$ cat config.mk
export PLATFORM = sky130hd
export DESIGN_NAME = mmu_stub_mq
export DESIGN_NICKNAME = d
export VERILOG_FILES = /design/src/rtl/mmu_stub_pkg.sv /design/src/rtl/mmu_stub_lat_gen.sv /design/src/rtl/mmu_stub_mq.sv
export SDC_FILE = /design/constraint.sdc
export NUM_CORES = 1
export LEC_CHECK = 0
export ABC_AREA = 1
export CAP_MARGIN = 20
export CORE_MARGIN = 10
export CORE_UTILIZATION = 57
export DETAILED_ROUTE_END_ITERATION = 10
export PLACE_DENSITY = 0.77
export SETUP_SLACK_MARGIN = 0.2
export SLEW_MARGIN = 5
export SYNTH_ARGS = -nofsm -noshare
export SYNTH_HDL_FRONTEND = slang
export SYNTH_SLANG_ARGS = --single-unit
$ cat constraint.sdc
create_clock -name clk_i -period 5.7 [get_ports clk_i]
set_input_delay 0.855 -clock clk_i [delete_from_list [all_inputs] [get_ports clk_i]]
set_output_delay 0.855 -clock clk_i [all_outputs]
set_load 0.005 [all_outputs]
$ cat src/rtl/mmu_stub_pkg.sv
// Shared types and constants for the multi-request MMU stub: queue entry layout,
// exception record, fault causes and the latency LFSR seed/taps.
package mmu_stub_pkg;

  localparam int unsigned VLEN    = 64;
  localparam int unsigned PLEN    = 56;
  localparam int unsigned PPNW    = 44;
  localparam int unsigned XLEN    = 64;
  // Per-entry timer width; the top's LatW must not exceed it.
  localparam int unsigned TIMER_W = 16;

  localparam logic [15:0] LFSR_SEED = 16'hACE1;
  localparam logic [15:0] LFSR_TAPS = 16'hB400;

  localparam logic [XLEN-1:0] LOAD_PAGE_FAULT  = 64'd13;
  localparam logic [XLEN-1:0] STORE_PAGE_FAULT = 64'd15;

  typedef struct packed {
    logic [XLEN-1:0] cause;
    logic [XLEN-1:0] tval;
    logic            valid;
  } exception_t;

  typedef struct packed {
    logic [VLEN-1:0]    vaddr;
    logic               is_store;
    logic [PLEN-1:0]    paddr;
    logic [TIMER_W-1:0] timer;
  } mq_entry_t;

  function automatic logic [15:0] lfsr_next(input logic [15:0] s);
    return {1'b0, s[15:1]} ^ (s[0] ? LFSR_TAPS : 16'h0000);
  endfunction

endpackage

$ cat src/rtl/mmu_stub_lat_gen.sv
// Pseudo-random response latency: Galois LFSR stepped once per accepted request,
// reduced into [1, lat_max_i]. Only instantiated when MMU_STUB_MQ_RND_LAT_EN is defined.
module mmu_stub_lat_gen
  import mmu_stub_pkg::*;
#(
  parameter int unsigned LatW = 16
) (
  input  logic            clk_i,
  input  logic            rst_i,
  input  logic            adv_i,
  input  logic            rnd_i,
  input  logic [LatW-1:0] lat_max_i,
  output logic [LatW-1:0] lat_o
);

  logic [15:0]      lfsr;
  logic [LatW+15:0] rem;

  always_ff @(posedge clk_i) begin
    if (rst_i) begin
      lfsr <= LFSR_SEED;
    end else if (adv_i) begin
      lfsr <= lfsr_next(lfsr);
    end
  end

  // lat_max_i is already clamped to >= 1, so the modulo never divides by zero.
  assign rem   = {{LatW{1'b0}}, lfsr} % {16'h0000, lat_max_i};
  assign lat_o = rnd_i ? LatW'(rem + (LatW+16)'(1)) : lat_max_i;

endmodule

$ cat src/rtl/mmu_stub_mq.sv
// In-order multi-outstanding MMU translation emulator with per-request latency,
// physical offset and periodic page-fault injection. Random latency: MMU_STUB_MQ_RND_LAT_EN.
module mmu_stub_mq
  import mmu_stub_pkg::*;
#(
  parameter int unsigned Depth  = 4,
  parameter int unsigned LatW   = 16,
  parameter int unsigned ExPerW = 8
) (
  input  logic              clk_i,
  input  logic              rst_i,
  input  logic              ex_en_i,
  input  logic [ExPerW-1:0] ex_period_i,
  input  logic [LatW-1:0]   req_rsp_lat_i,
  input  logic              req_rsp_rnd_i,
  input  logic [PLEN-1:0]   paddr_off_i,
  input  logic              en_ld_st_translation_i,
  input  logic              req_i,
  output logic              req_ready_o,
  input  logic [VLEN-1:0]   vaddr_i,
  input  logic              is_store_i,
  output logic              dtlb_hit_o,
  output logic [PPNW-1:0]   dtlb_ppn_o,
  output logic              valid_o,
  input  logic              rsp_ready_i,
  output logic [PLEN-1:0]   paddr_o,
  output exception_t        exception_o
);

  localparam int unsigned PtrW = $clog2(Depth);
  localparam int unsigned CntW = $clog2(Depth + 1);

  mq_entry_t         q [Depth];
  mq_entry_t         head;
  logic [PtrW-1:0]   wr_ptr, rd_ptr;
  logic [CntW-1:0]   count;
  logic [ExPerW-1:0] ex_cnt;
  logic [ExPerW:0]   ex_nxt;
  logic [LatW-1:0]   lat_max, lat_l;
  logic              full, push, pop, head_rdy, ex_fault;

  assign full        = (count == CntW'(Depth));
  assign req_ready_o = en_ld_st_translation_i & ~full;
  assign push        = req_i & req_ready_o;
  assign head        = q[rd_ptr];
  assign head_rdy    = (count != '0) && (head.timer == '0);
  assign pop         = head_rdy & rsp_ready_i;
  assign lat_max     = (req_rsp_lat_i == '0) ? LatW'(1) : req_rsp_lat_i;

`ifdef MMU_STUB_MQ_RND_LAT_EN
  mmu_stub_lat_gen #(.LatW(LatW)) u_lat_gen (
    .clk_i     (clk_i),
    .rst_i     (rst_i),
    .adv_i     (push),
    .rnd_i     (req_rsp_rnd_i),
    .lat_max_i (lat_max),
    .lat_o     (lat_l)
  );
`else
  logic unused_rnd;
  assign unused_rnd = req_rsp_rnd_i;
  assign lat_l      = lat_max;
`endif

  assign ex_nxt   = {1'b0, ex_cnt} + {{ExPerW{1'b0}}, 1'b1};
  assign ex_fault = ex_en_i && (ex_period_i != '0) && (ex_nxt == {1'b0, ex_period_i});

  assign dtlb_hit_o = push;
  assign dtlb_ppn_o = {PPNW{push}};
  assign valid_o    = head_rdy;
  assign paddr_o    = head_rdy ? head.paddr : '0;

  always_comb begin
    exception_o = '0;
    if (head_rdy && ex_fault) begin
      exception_o.valid = 1'b1;
      exception_o.cause = head.is_store ? STORE_PAGE_FAULT : LOAD_PAGE_FAULT;
      exception_o.tval  = XLEN'(head.vaddr);
    end
  end

  always_ff @(posedge clk_i) begin
    if (rst_i) begin
      wr_ptr <= '0;
      rd_ptr <= '0;
      count  <= '0;
      ex_cnt <= '0;
      for (int i = 0; i < Depth; i++) q[i] <= '0;
    end else begin
      for (int i = 0; i < Depth; i++) begin
        if (q[i].timer != '0) q[i].timer <= q[i].timer - TIMER_W'(1);
      end
      // The accept cycle counts as the first tick, so L=1 is visible right after the accept edge.
      if (push) begin
        q[wr_ptr].vaddr    <= vaddr_i;
        q[wr_ptr].is_store <= is_store_i;
        q[wr_ptr].paddr    <= vaddr_i[PLEN-1:0] + paddr_off_i;
        q[wr_ptr].timer    <= TIMER_W'(lat_l - LatW'(1));
        wr_ptr             <= wr_ptr + PtrW'(1);
      end
      if (pop) begin
        rd_ptr <= rd_ptr + PtrW'(1);
        if (ex_en_i) ex_cnt <= ex_fault ? '0 : ex_nxt[ExPerW-1:0];
      end
      count <= count + CntW'(push) - CntW'(pop);
    end
  end

endmodule

==> flow_metrics.env <==
export IMPL_grt_util_met1=0.394
export IMPL_synth_avg_cell_area_sq_um=8.67
export IMPL_yosys_warnings=0
export IMPL_maxCapViolCount=0
export IMPL_cts_buffers_inserted=59
export IMPL_final_antenna_net_count=0
export IMPL_synth_async_sr_flop_share=0
export IMPL_worst_slew_pin_transition_ns=1.10
export IMPL_grt_overflow_total=0
export IMPL_timing_critical_path_from_type="register"
export IMPL_critical_path_cell_chain="inv_6, nand3_1, nor2_1, nand2_1, nand3_1, nand3_2, clkinv_1, nand4_4, buf_12, nor3_1, clkdlybuf4s50_1"
export IMPL_ctsLongestPathBuffers=3
export IMPL_utilization=0.669
export IMPL_worst_ir_drop_vdd_v=0.000270
export IMPL_drc_errors=0
export IMPL_grt_util_all_layers=0.282
export IMPL_first_global_vias=24309
export IMPL_initialDrtViolationCount=3069
export IMPL_hold_viol_final=0
export IMPL_clk_pin_slew_worst_paths_ns=0.06
export IMPL_clock_tree_root_cell="sky130_fd_sc_hd__clkbuf_16"
export IMPL_top_level_ports=384
export IMPL_met2_usage=0.449
export IMPL_grt_pass1_wl_microns=145000
export IMPL_ctsHtreeMaxLevel=2
export IMPL_proportion_of_netlist_area_held_by_the_largest_area_contributor=0.520
export IMPL_synth_instances=3652
export IMPL_finalCriticalPeriod_ns=4.89
export IMPL_cts_sink_count=565
export IMPL_port_buffers=322
export IMPL_yosysMostFrequentCell="sky130_fd_sc_hd__nor2_1"
export IMPL_report_final_setup_viol=0
export IMPL_globalRoute_busiestLayer="met2"
export IMPL_detailedRoute_firstPassIterationCount=5
export IMPL_fin_crit_sh=0.857
export IMPL_post_cts_resized_instances=0
export IMPL_die_w_microns=256
export IMPL_clock_skew_ns=0.0114
export IMPL_post_synth_top_area_cell="sky130_fd_sc_hd__edfxtp_1"
export IMPL_flow_area_growth_from_synthesis_pct=16.2
export IMPL_yosys_register_bits=565
export IMPL_cts_hold_buffers_added=0
export IMPL_post_synth_main_area_contributors="sky130_fd_sc_hd__edfxtp_1 (52%), sky130_fd_sc_hd__nor2_1 (11%), sky130_fd_sc_hd__nand2_1 (8.3%)"
export IMPL_static_leakage_power_nw=14.8
export IMPL_fin_max_slew_vios=0
export IMPL_tritoncts="built"
export IMPL_detailed_place_hpwl_microns=63500
export IMPL_power_density_nw_per_um2=307
export IMPL_grt_start_max_net_pins=216
export IMPL_grt_antenna_before_repair=1
export IMPL_final_setup_tns_ns=0
export IMPL_via_count=26305
export IMPL_synth_flop_cell="sky130_fd_sc_hd__edfxtp_1"
export IMPL_die_area_sq_um=65300
export IMPL_placeableCoreArea_sq_um=55000
export IMPL_initial_core_util=0.576
export IMPL_register_area_share_after_synthesis=0.531
export IMPL_rsz0062_at_grt="no"
export IMPL_post_synth_instance_area_sq_um=31600
export IMPL_outcome="complete, no violations"
export IMPL_num_nets_final=4071
export IMPL_worstPathMaxFanout=99
export IMPL_fmax_ghz=0.205
export IMPL_synth_edf_count=548
export IMPL_synth_commonest_cells="sky130_fd_sc_hd__nor2_1 (894), sky130_fd_sc_hd__nand2_1 (700), sky130_fd_sc_hd__edfxtp_1 (548)"
export IMPL_path_common_cell="sky130_fd_sc_hd__nand3_1"
export IMPL_slew_headroom=0.267
export IMPL_vias_per_cell=5.66
export IMPL_post_layout_total_power_mw=11.3
export IMPL_cpMaxStageDelayCell="sky130_fd_sc_hd__inv_6"
export IMPL_num_rows=86
export IMPL_worst_skew_pair_late_latency_ns=0.63
export IMPL_routed_wire_length_microns=96500
export IMPL_worst_stage_delay_on_the_critical_path_ns=0.58
export IMPL_grt_util_met3=0.0512
export IMPL_timing_hold_worst_class="register to register"
export IMPL_final_layout_size_suffix_gt1_frac=0.0441
export IMPL_die_boundary_height_microns=256
export IMPL_timing_critical_path_to_type="output pin"
export IMPL_cp_data_arrival_time_ns=4.03
export IMPL_global_placer_s_final_weighted_congestion=1.04
export IMPL_wire_per_inst_microns=20.8
export IMPL_timing_worst_setup_path_type="register to output pin"
export IMPL_ys_types=44
export IMPL_postCtsSetupRepairBufs=0
export IMPL_crit_required_ns=4.85
-- registers in the layout, summed over array words and instances (netlist names), named ones only --
signal and count:
rd_ptr 2, q 548, wr_ptr 2, count 3
ex_cnt 8
-- critical path, delay by kind of cell, from the launching register on --
kind,cells,cell delay (ns)
buffers and inverters,4,1.47
AND/OR/NAND/NOR,7,1.16
flip-flops,1,0.48
-- final cells by class --
class / instances / area [sq um]
antenna: 1 / 2.50
timing repair buffer: 343 / 3500
sequential: 565 / 16800
multi-input combinational: 2610 / 12600
inverter: 272 / 1030
tap: 748 / 936
clock buffer: 78 / 1550
fill: 4381 / 18200
clock inverter: 34 / 348
-- report_power, final --
group | switching [mW] | internal [mW] | total, mW | leakage (nW)
registers | 0.191 | 5.00 | 5.19 | 5.91
logic | 1.47 | 0.813 | 2.28 | 8.00
clock network | 1.62 | 2.18 | 3.81 | 0.915
total | 3.29 | 8.00 | 11.3 | 14.8
-- per-layer routing --
metal	share of wire	vias to the layer above
met1	0.41	12457
met4	0.021	2
met3	0.10	136
met2	0.47	1345
met5	0.000073	-
li1	-	12365
-- through the flow --
| step | std cells | hold slack, ns | instance area (sq um) | setup slack, ns |
|---|---|---|---|---|
| 2_1_floorplan | 3711 | 0.449 | 31900 | 0.485 |
| 3_3_place_gp | 4537 | 0.467 | 34800 | 1.09 |
| 3_5_place_dp | 4537 | 0.484 | 34800 | 1.04 |
| 4_1_cts | 4649 | 0.497 | 36700 | 0.888 |
| 5_1_grt | 4650 | 0.522 | 36800 | 0.655 |
| 6_report | 4651 | 0.500 | 36800 | 0.812 |
-- cell usage in the layout, fill, tap and decap left out, types with 44 or more instances in the layout --
cell type / netlist / layout
sky130_fd_sc_hd__conb_1: 1 / 60
sky130_fd_sc_hd__nor3_1: 45 / 45
sky130_fd_sc_hd__nor2_1: 894 / 894
sky130_fd_sc_hd__xor2_1: 44 / 44
sky130_fd_sc_hd__inv_1: 266 / 264
sky130_fd_sc_hd__edfxtp_1: 548 / 548
sky130_fd_sc_hd__clkbuf_16: 0 / 59
sky130_fd_sc_hd__a21oi_1: 296 / 296
sky130_fd_sc_hd__xnor2_1: 48 / 48
sky130_fd_sc_hd__o22ai_1: 47 / 47
sky130_fd_sc_hd__o21ai_0: 187 / 187
sky130_fd_sc_hd__nand3_1: 92 / 92
sky130_fd_sc_hd__nand2_1: 700 / 695
sky130_fd_sc_hd__ha_1: 66 / 66
sky130_fd_sc_hd__clkdlybuf4s50_1: 0 / 322
-- final timing paths --
kind | end | from | slack [ns] | cells after the start
min reg2reg | rd_ptr[1]$_SDFFE_PP0P_ | rd_ptr[1]$_SDFFE_PP0P_ | 0.50 | 2
max | exception_o[25] | register | 0.81 | 11
min | rd_ptr[1]$_SDFFE_PP0P_ | rd_ptr[1]$_SDFFE_PP0P_ | 0.50 | 2
max reg2reg | q[2][120]$_SDFFCE_PN0P_ | count[1]$_SDFF_PP0_ | 1.95 | 8
-- kinds of logic after synthesis --
group           after synthesis  share of synthesized area
compound gates              546                     0.0895
xor+xnor                     92                     0.0255
fa+ha+maj                    68                     0.0274
buf+inv                     536                     0.0798
flops                       565                      0.531
other cells                   1                   0.000118
simple gates               1844                      0.247
(Power assumes the default switching activity.)
